File: config.mk
export PLATFORM = sky130hd
export DESIGN_NAME = regfile_mp
export DESIGN_NICKNAME = d
export VERILOG_FILES = /design/src/rtl/regfile_mp.sv
export SDC_FILE = /design/constraint.sdc
export NUM_CORES = 2
export LEC_CHECK = 0
export BUFFER_PORTS_ARGS = -buffer_cell sky130_fd_sc_hd__buf_2
export CORE_ASPECT_RATIO = 0.7
export CORE_MARGIN = 5
export CORE_UTILIZATION = 59
export CTS_CLUSTER_DIAMETER = 120
export CTS_CLUSTER_SIZE = 12
export DETAILED_ROUTE_END_ITERATION = 12
export PLACE_DENSITY = 0.76
export SYNTH_ARGS = -nofsm -noshare
export SYNTH_HDL_FRONTEND = slang
export SYNTH_SLANG_ARGS = --single-unit
File: constraint.sdc
create_clock -name clk -period 4.12 [get_ports clk]
set_input_delay 0.412 -clock clk [delete_from_list [all_inputs] [get_ports clk]]
set_output_delay 0.412 -clock clk [all_outputs]
set_load 0.1 [all_outputs]
File: src/rtl/regfile_mp.sv
// Multi-port integer register file with hardwired zero register,
// asynchronous clear, write-to-read bypass and a per-register
// pending-write scoreboard for long-latency producers.
module regfile_mp #(
  parameter int XLEN     = 32,
  parameter int NREGS    = 32,
  parameter int AW       = $clog2(NREGS),
  parameter int NRD      = 2,
  parameter int NWR      = 1,
  parameter int BYPASS   = 1,
  parameter int ZERO_REG = 1
) (
  input  logic                clk,
  input  logic                rst_n,
  input  logic [NWR-1:0]      WE,
  input  logic [NWR*AW-1:0]   WA,
  input  logic [NWR*XLEN-1:0] WD,
  input  logic [NRD*AW-1:0]   RA,
  output logic [NRD*XLEN-1:0] RD,
  output logic [NRD-1:0]      RBUSY,
  input  logic                SB_SET,
  input  logic [AW-1:0]       SB_A,
  output logic                SB_ANY
);

  logic [XLEN-1:0]  r_regs [NREGS];
  logic [NREGS-1:0] r_pend;
  logic [NREGS-1:0] w_pend_nxt;
  logic [NWR-1:0]   w_wacc;
  logic             w_sb_ok;

  // Address names a real, writable register (in range, not the zero register).
  function automatic logic f_valid(input logic [AW-1:0] a);
    f_valid = (32'(a) < 32'(NREGS)) && !((ZERO_REG != 0) && (a == '0));
  endfunction

  // Qualify write ports and the scoreboard set against the address map.
  always_comb begin
    w_wacc = '0;
    for (int unsigned k = 0; k < NWR; k++) begin
      w_wacc[k] = WE[k] && f_valid(WA[k*AW +: AW]);
    end
    w_sb_ok = SB_SET && f_valid(SB_A);
  end

  // Register storage; later ports overwrite earlier ones so port 1 wins conflicts.
  always_ff @(posedge clk or negedge rst_n) begin
    if (!rst_n) begin
      for (int unsigned i = 0; i < NREGS; i++) begin
        r_regs[i] <= '0;
      end
    end else begin
      for (int unsigned k = 0; k < NWR; k++) begin
        if (w_wacc[k]) begin
          r_regs[WA[k*AW +: AW]] <= WD[k*XLEN +: XLEN];
        end
      end
    end
  end

  // Next pending vector: writes retire a producer, a same-edge set re-arms it.
  always_comb begin
    w_pend_nxt = r_pend;
    for (int unsigned k = 0; k < NWR; k++) begin
      if (w_wacc[k]) begin
        w_pend_nxt[WA[k*AW +: AW]] = 1'b0;
      end
    end
    if (w_sb_ok) begin
      w_pend_nxt[SB_A] = 1'b1;
    end
  end

  // Pending-bit register.
  always_ff @(posedge clk or negedge rst_n) begin
    if (!rst_n) begin
      r_pend <= '0;
    end else begin
      r_pend <= w_pend_nxt;
    end
  end

  // Combinational read ports with optional same-cycle forwarding; outputs held
  // at zero during reset so bypassed write data cannot leak out.
  always_comb begin
    RD    = '0;
    RBUSY = '0;
    for (int unsigned i = 0; i < NRD; i++) begin
      if (f_valid(RA[i*AW +: AW])) begin
        RD[i*XLEN +: XLEN] = r_regs[RA[i*AW +: AW]];
        RBUSY[i]           = r_pend[RA[i*AW +: AW]];
        if (BYPASS != 0) begin
          for (int unsigned k = 0; k < NWR; k++) begin
            if (w_wacc[k] && (WA[k*AW +: AW] == RA[i*AW +: AW])) begin
              RD[i*XLEN +: XLEN] = WD[k*XLEN +: XLEN];
              if (!(SB_SET && (SB_A == RA[i*AW +: AW]))) begin
                RBUSY[i] = 1'b0;
              end
            end
          end
        end
      end
    end
    if (!rst_n) begin
      RD    = '0;
      RBUSY = '0;
    end
  end

  // Any outstanding producer, from registered state only.
  always_comb begin
    SB_ANY = rst_n && (|r_pend);
  end

endmodule

; Word-level counts from Yosys, hierarchy flattened
; Cells that the tools add are included.
[op_classes]
order_cmp = 10
eq_ne = 4
muxes = 31
bitwise = 6
reduce_logical = 17
[op_table]
columns = cell, n
row1 = 1024-bit bitwise mux, 1
row2 = 32-bit 2-to-1 mux, 11
row3 = 32-bit binary-select mux with 5-bit select, 2
row4 = 32-bit demux with 5-bit select, 1
row5 = 64-bit 2-to-1 mux, 1
row6 = 32-bit bitwise AND, 1
row7 = 32-bit inverter, 1
row8 = 32-bit OR, 1
row9 = 32-bit OR reduction, 1
row10 = 5-bit by 6-bit < comparator with 1-bit output (second input constant), 4
row11 = 5-bit == test, 4
row12 = 5-bit zero test, 4
row13 = 6-bit greater-or-equal comparator (second input constant), 3
row14 = 5-bit inverter with 6-bit output, 3
row15 = 1-bit binary-select mux with 5-bit select, 2
row16 = 1-bit demux with 5-bit select, 2
row17 = 5-bit by 1-bit greater-or-equal comparator with 1-bit output (second input constant), 2
row18 = 1-bit logical AND, 10
row19 = 1-bit 2-to-1 mux, 10
row20 = 6-bit by 1-bit < comparator with 1-bit output (second input constant), 1
row21 = 1-bit zero test, 2
row22 = 2-bit 2-to-1 mux, 1
[totals]
regBits = 1056
input_bits = 56
wordCells = 101

; Logic depth before layout (Yosys ltp)
[depth]
ltp_word = 9
mapped_depth = 10

; Worst setup path before layout
; Ideal clock, no wire load.
[synth_path]
path_type = input to output
from = input port RA[6]
to = output port RBUSY[1]
arrival_ps = 6228
required_ps = 3708
setup_slack_ps = -2520
cell_stages = 7
path_buffers = 3
path_cell_list = buf_4 -> buf_2 -> buf_2 -> a211oi_1 -> a2111oi_0 -> o22ai_1 -> a2111oi_0
[synth_between]
elab_chain_len = 6
[synth_lines]
columns = element, line
row1 = start: declaration, 18  ; input logic [NRD*AW-1:0] RA,
row2 = 1-bit binary-select mux with 5-bit select or 5-bit == test (tied branches), "91, 96"
row3 = 1-bit 2-to-1 mux (implied by the code) or 1-bit logical AND (tied branches), "91, 96"
row4 = 1-bit 2-to-1 mux, 96  ; if (!(SB_SET && (SB_A == RA[i*AW +: AW]))) begin
row5 = 1-bit 2-to-1 mux, 94  ; if (w_wacc[k] && (WA[k*AW +: AW] == RA[i*AW +: AW])) begin
row6 = 1-bit 2-to-1 mux (*), 89  ; if (f_valid(RA[i*AW +: AW])) begin
row7 = 2-bit 2-to-1 mux (*), 104  ; if (!rst_n) begin
row8 = end: declaration, 20  ; output logic [NRD-1:0] RBUSY,
; Mark *: on every way between the ends. The rest lies on a longest branch, timed or not. The select of a mux whose other input is x is not followed.

; Worst setup path in the final report
[layout_path]
from = input port rst_n
to = output port RD[61]
[layout_between]
elab_chain_len = 1
[layout_lines]
columns = element, line
row1 = start: declaration, 14  ; input logic rst_n,
row2 = 64-bit 2-to-1 mux, 104
row3 = end: declaration, 19  ; output logic [NRD*XLEN-1:0] RD,
; Every way passes these cells.

==> flow_summary.ini <==
[yosys]
async_reset_ff_share_pct = 100
yosys_warnings = 0
synth.area.top_cells = dfrtp_1 (47%), mux2_2 (19%), mux4_2 (18%)
yosysSeqAreaShare_pct = 46.7
synthCells = 3865
synth_ff_type = dfrtp_1
synth_nets = 3921
ys_types = 53
synth_top_cell_by_area = dfrtp_1
syn_avg_cell_area_um2 = 14.6
ys_ff_latch = 1056
synth_top_area_share_pct = 46.7
synth_edf_count = 0
netlist_area_um2 = 56600

[grt]
grtUsageMet3_pct = 13.5
grtUsageTotal_pct = 35.0
grt_max_degree = 167
grt.overflow.total = 0
busiest_layer = met1
grt_pass1_wl_mm = 266
grt_pass1_vias = 38800
grt_antenna_before_repair = 5
grt_util_met1_pct = 51.5
use_met2_pct = 47.5

[placed_design]
dp.cells = 4956
io_buffers = 122
gp_congestion = 0.907
place_hpwl_mm = 106

[floorplan]
dieWidth_um = 380
core_area_um2 = 95600
top_level_ports = 123
die_h_um = 269
die-area_um2 = 102000
rows = 95
start_util_pct = 59.2

[timing]
finalHoldViolCount = 0
finalSetupViolCount = 0
fin_crit_ns = 3.86
period_share_pct = 93.8
final.setup.tns_ns = 0
slew_violations = 0
rsz0062_at_grt = no
fmax_mhz = 259
slew_headroom_pct = 18.3
skew_ns = 0
worst_pin_slew_ns = 1.22

[pwr]
irDropWorstVdd_v = 0.000324
leakage_nw = 26.7
power_density_nw_per_um2 = 467

[routing]
vias = 38700
drc = 0
antenna_left = 0
viasPerCell = 7.64
wl_mm = 180
avgRoutedWirePerCell_um = 35.4
drt_pass1_iterations = 6
drt_iter0_drc = 5541

[worst_setup_path]
slowest_stage = a2111oi_0
reg2regPathDepth = 1
critPathTopFamily = compound AO/OA/AOI/OAI gates
crit_arrival_ns = 3.45
crit_type = in2out
cpPeakStageDelay_ns = 0.74
r2r_slack_ns = 3.29
crit_buf_inv = 4
cp_cell_sequence = dlygate4sd3_1, buf_8, nor3b_1, o21ai_4, buf_4, a2111oi_0, a211o_1, buf_12
path_depth = 8
path_max_fanout = 26
startpoint_type = input port
cp.required_ns = 3.71
critical_path.endpoint_type = output port

[clocking]
clkSlewWorstSetupHoldPaths_ns = 0.06
postCtsSetupRepairBufs = 0
cts_tree = done
clockBufferDepth = 3
cts_resized = 0
cts_sinks = 1056
htreeDepth = 3
root_buffer = clkbuf_16
cts_hold_buf = 1
cts_buffers = 97
clkLatencyLatePin_ns = 0.69

[min_path]
hold_path_class = in2reg
whs_path_depth = 3

[final_layout]
layout.cells.non_filler = 5065
finalNetCount = 3851
final_layout_size_suffix_gt1_share_pct = 49.0
final_common_cell = dfrtp_1
mostFrequentLayoutCells = dfrtp_1 (1056), mux2_2 (972), mux4_2 (463)
syn_to_final_growth_pct = 9.69

[status]
status = finished clean

[flow_run]
drv_cap = 0
cell families (layout without fill, tap and decap cells):
family | after synthesis | in the layout | synth area share (%)
flip-flops | 1056 | 1056 | 46.7
AND/OR/NAND/NOR | 267 | 267 | 2.25
AO/OA/AOI/OAI | 426 | 426 | 5.63
other | 0 | 4 | 0
XOR/XNOR | 20 | 20 | 0.310
buffers and inverters | 455 | 390 | 3.65
multiplexers | 1641 | 1641 | 41.5
path summary, 6_finish.rpt:
kind,startpoint,endpoint
min in group asynchronous,rst_n,r_pend[29]
min reg2reg,r_regs[1001],r_regs[1001]
max in group asynchronous,rst_n,r_regs[259]
min,SB_A[0],r_pend[7]
max,rst_n,RD[61]
max reg2reg,r_regs[658],r_regs[658]
cells in the mapped netlist, types with 3 or more instances:
cell          n
a2111oi_0    30
a211o_1      28
a211oi_1     17
a21oi_1      16
a221o_1      52
a221oi_1     48
a22o_1       11
a22oi_1      34
a31oi_1       4
and3_1        3
buf_1        49
buf_2       126
buf_4        34
buf_6        10
clkbuf_1    225
dfrtp_1    1056
inv_1         9
mux2_1       20
mux2_2      972
mux2i_1     186
mux4_2      463
nand2_1      44
nand2b_1     13
nand3_1      10
nand3b_1      4
nand4_1       6
nand4b_1      3
nor2_1       90
nor2b_1       7
nor3_1       61
nor3b_1       5
nor4_1       13
o21ai_0      82
o21ai_1       9
o221ai_1     28
o22ai_1      57
xnor2_1      10
xor2_1       10
per-stage QoR:
step	hold slack [ns]	power, mW	util (%)	setup slack, ns	cell area [um2]
6_report	0.108	29.0	65.0	0.256	62100
5_1_grt	0.110	30.0	64.9	0.200	62100
3_3_place_gp	0.276	20.5	62.3	0.211	59500
3_5_place_dp	0.277	20.8	62.3	0.332	59500
4_1_cts	0.0643	28.8	64.9	0.312	62100
2_1_floorplan	0.116	18.7	-	0.196	56600
power breakdown:
part / internal [mW] / switching (mW)
registers: 12.4 / 1.59
logic: 3.80 / 3.12
clock network: 4.23 / 3.87
cell type report:
| cell class | count | area [um2] |
|---|---|---|
| timing repair buffer | 275 | 3100 |
| clock inverter | 5 | 72.6 |
| sequential | 1056 | 26400 |
| multi-input combinational | 2354 | 28400 |
| antenna | 4 | 10.0 |
| clock buffer | 99 | 2480 |
| tap | 1261 | 1580 |
| inverter | 11 | 43.8 |
| fill | 6751 | 33500 |
registers in the layout, indices dropped and copies added (netlist names):
signal,count
r_regs,1024
r_pend,32
routing by layer:
layer | up-vias | wire length, um
li1 | 14900 | -
met1 | 20500 | 71500
met2 | 2814 | 74800
met3 | 520 | 25700
met4 | 4 | 7540
met5 | - | 21
(Power assumes the default switching activity.)
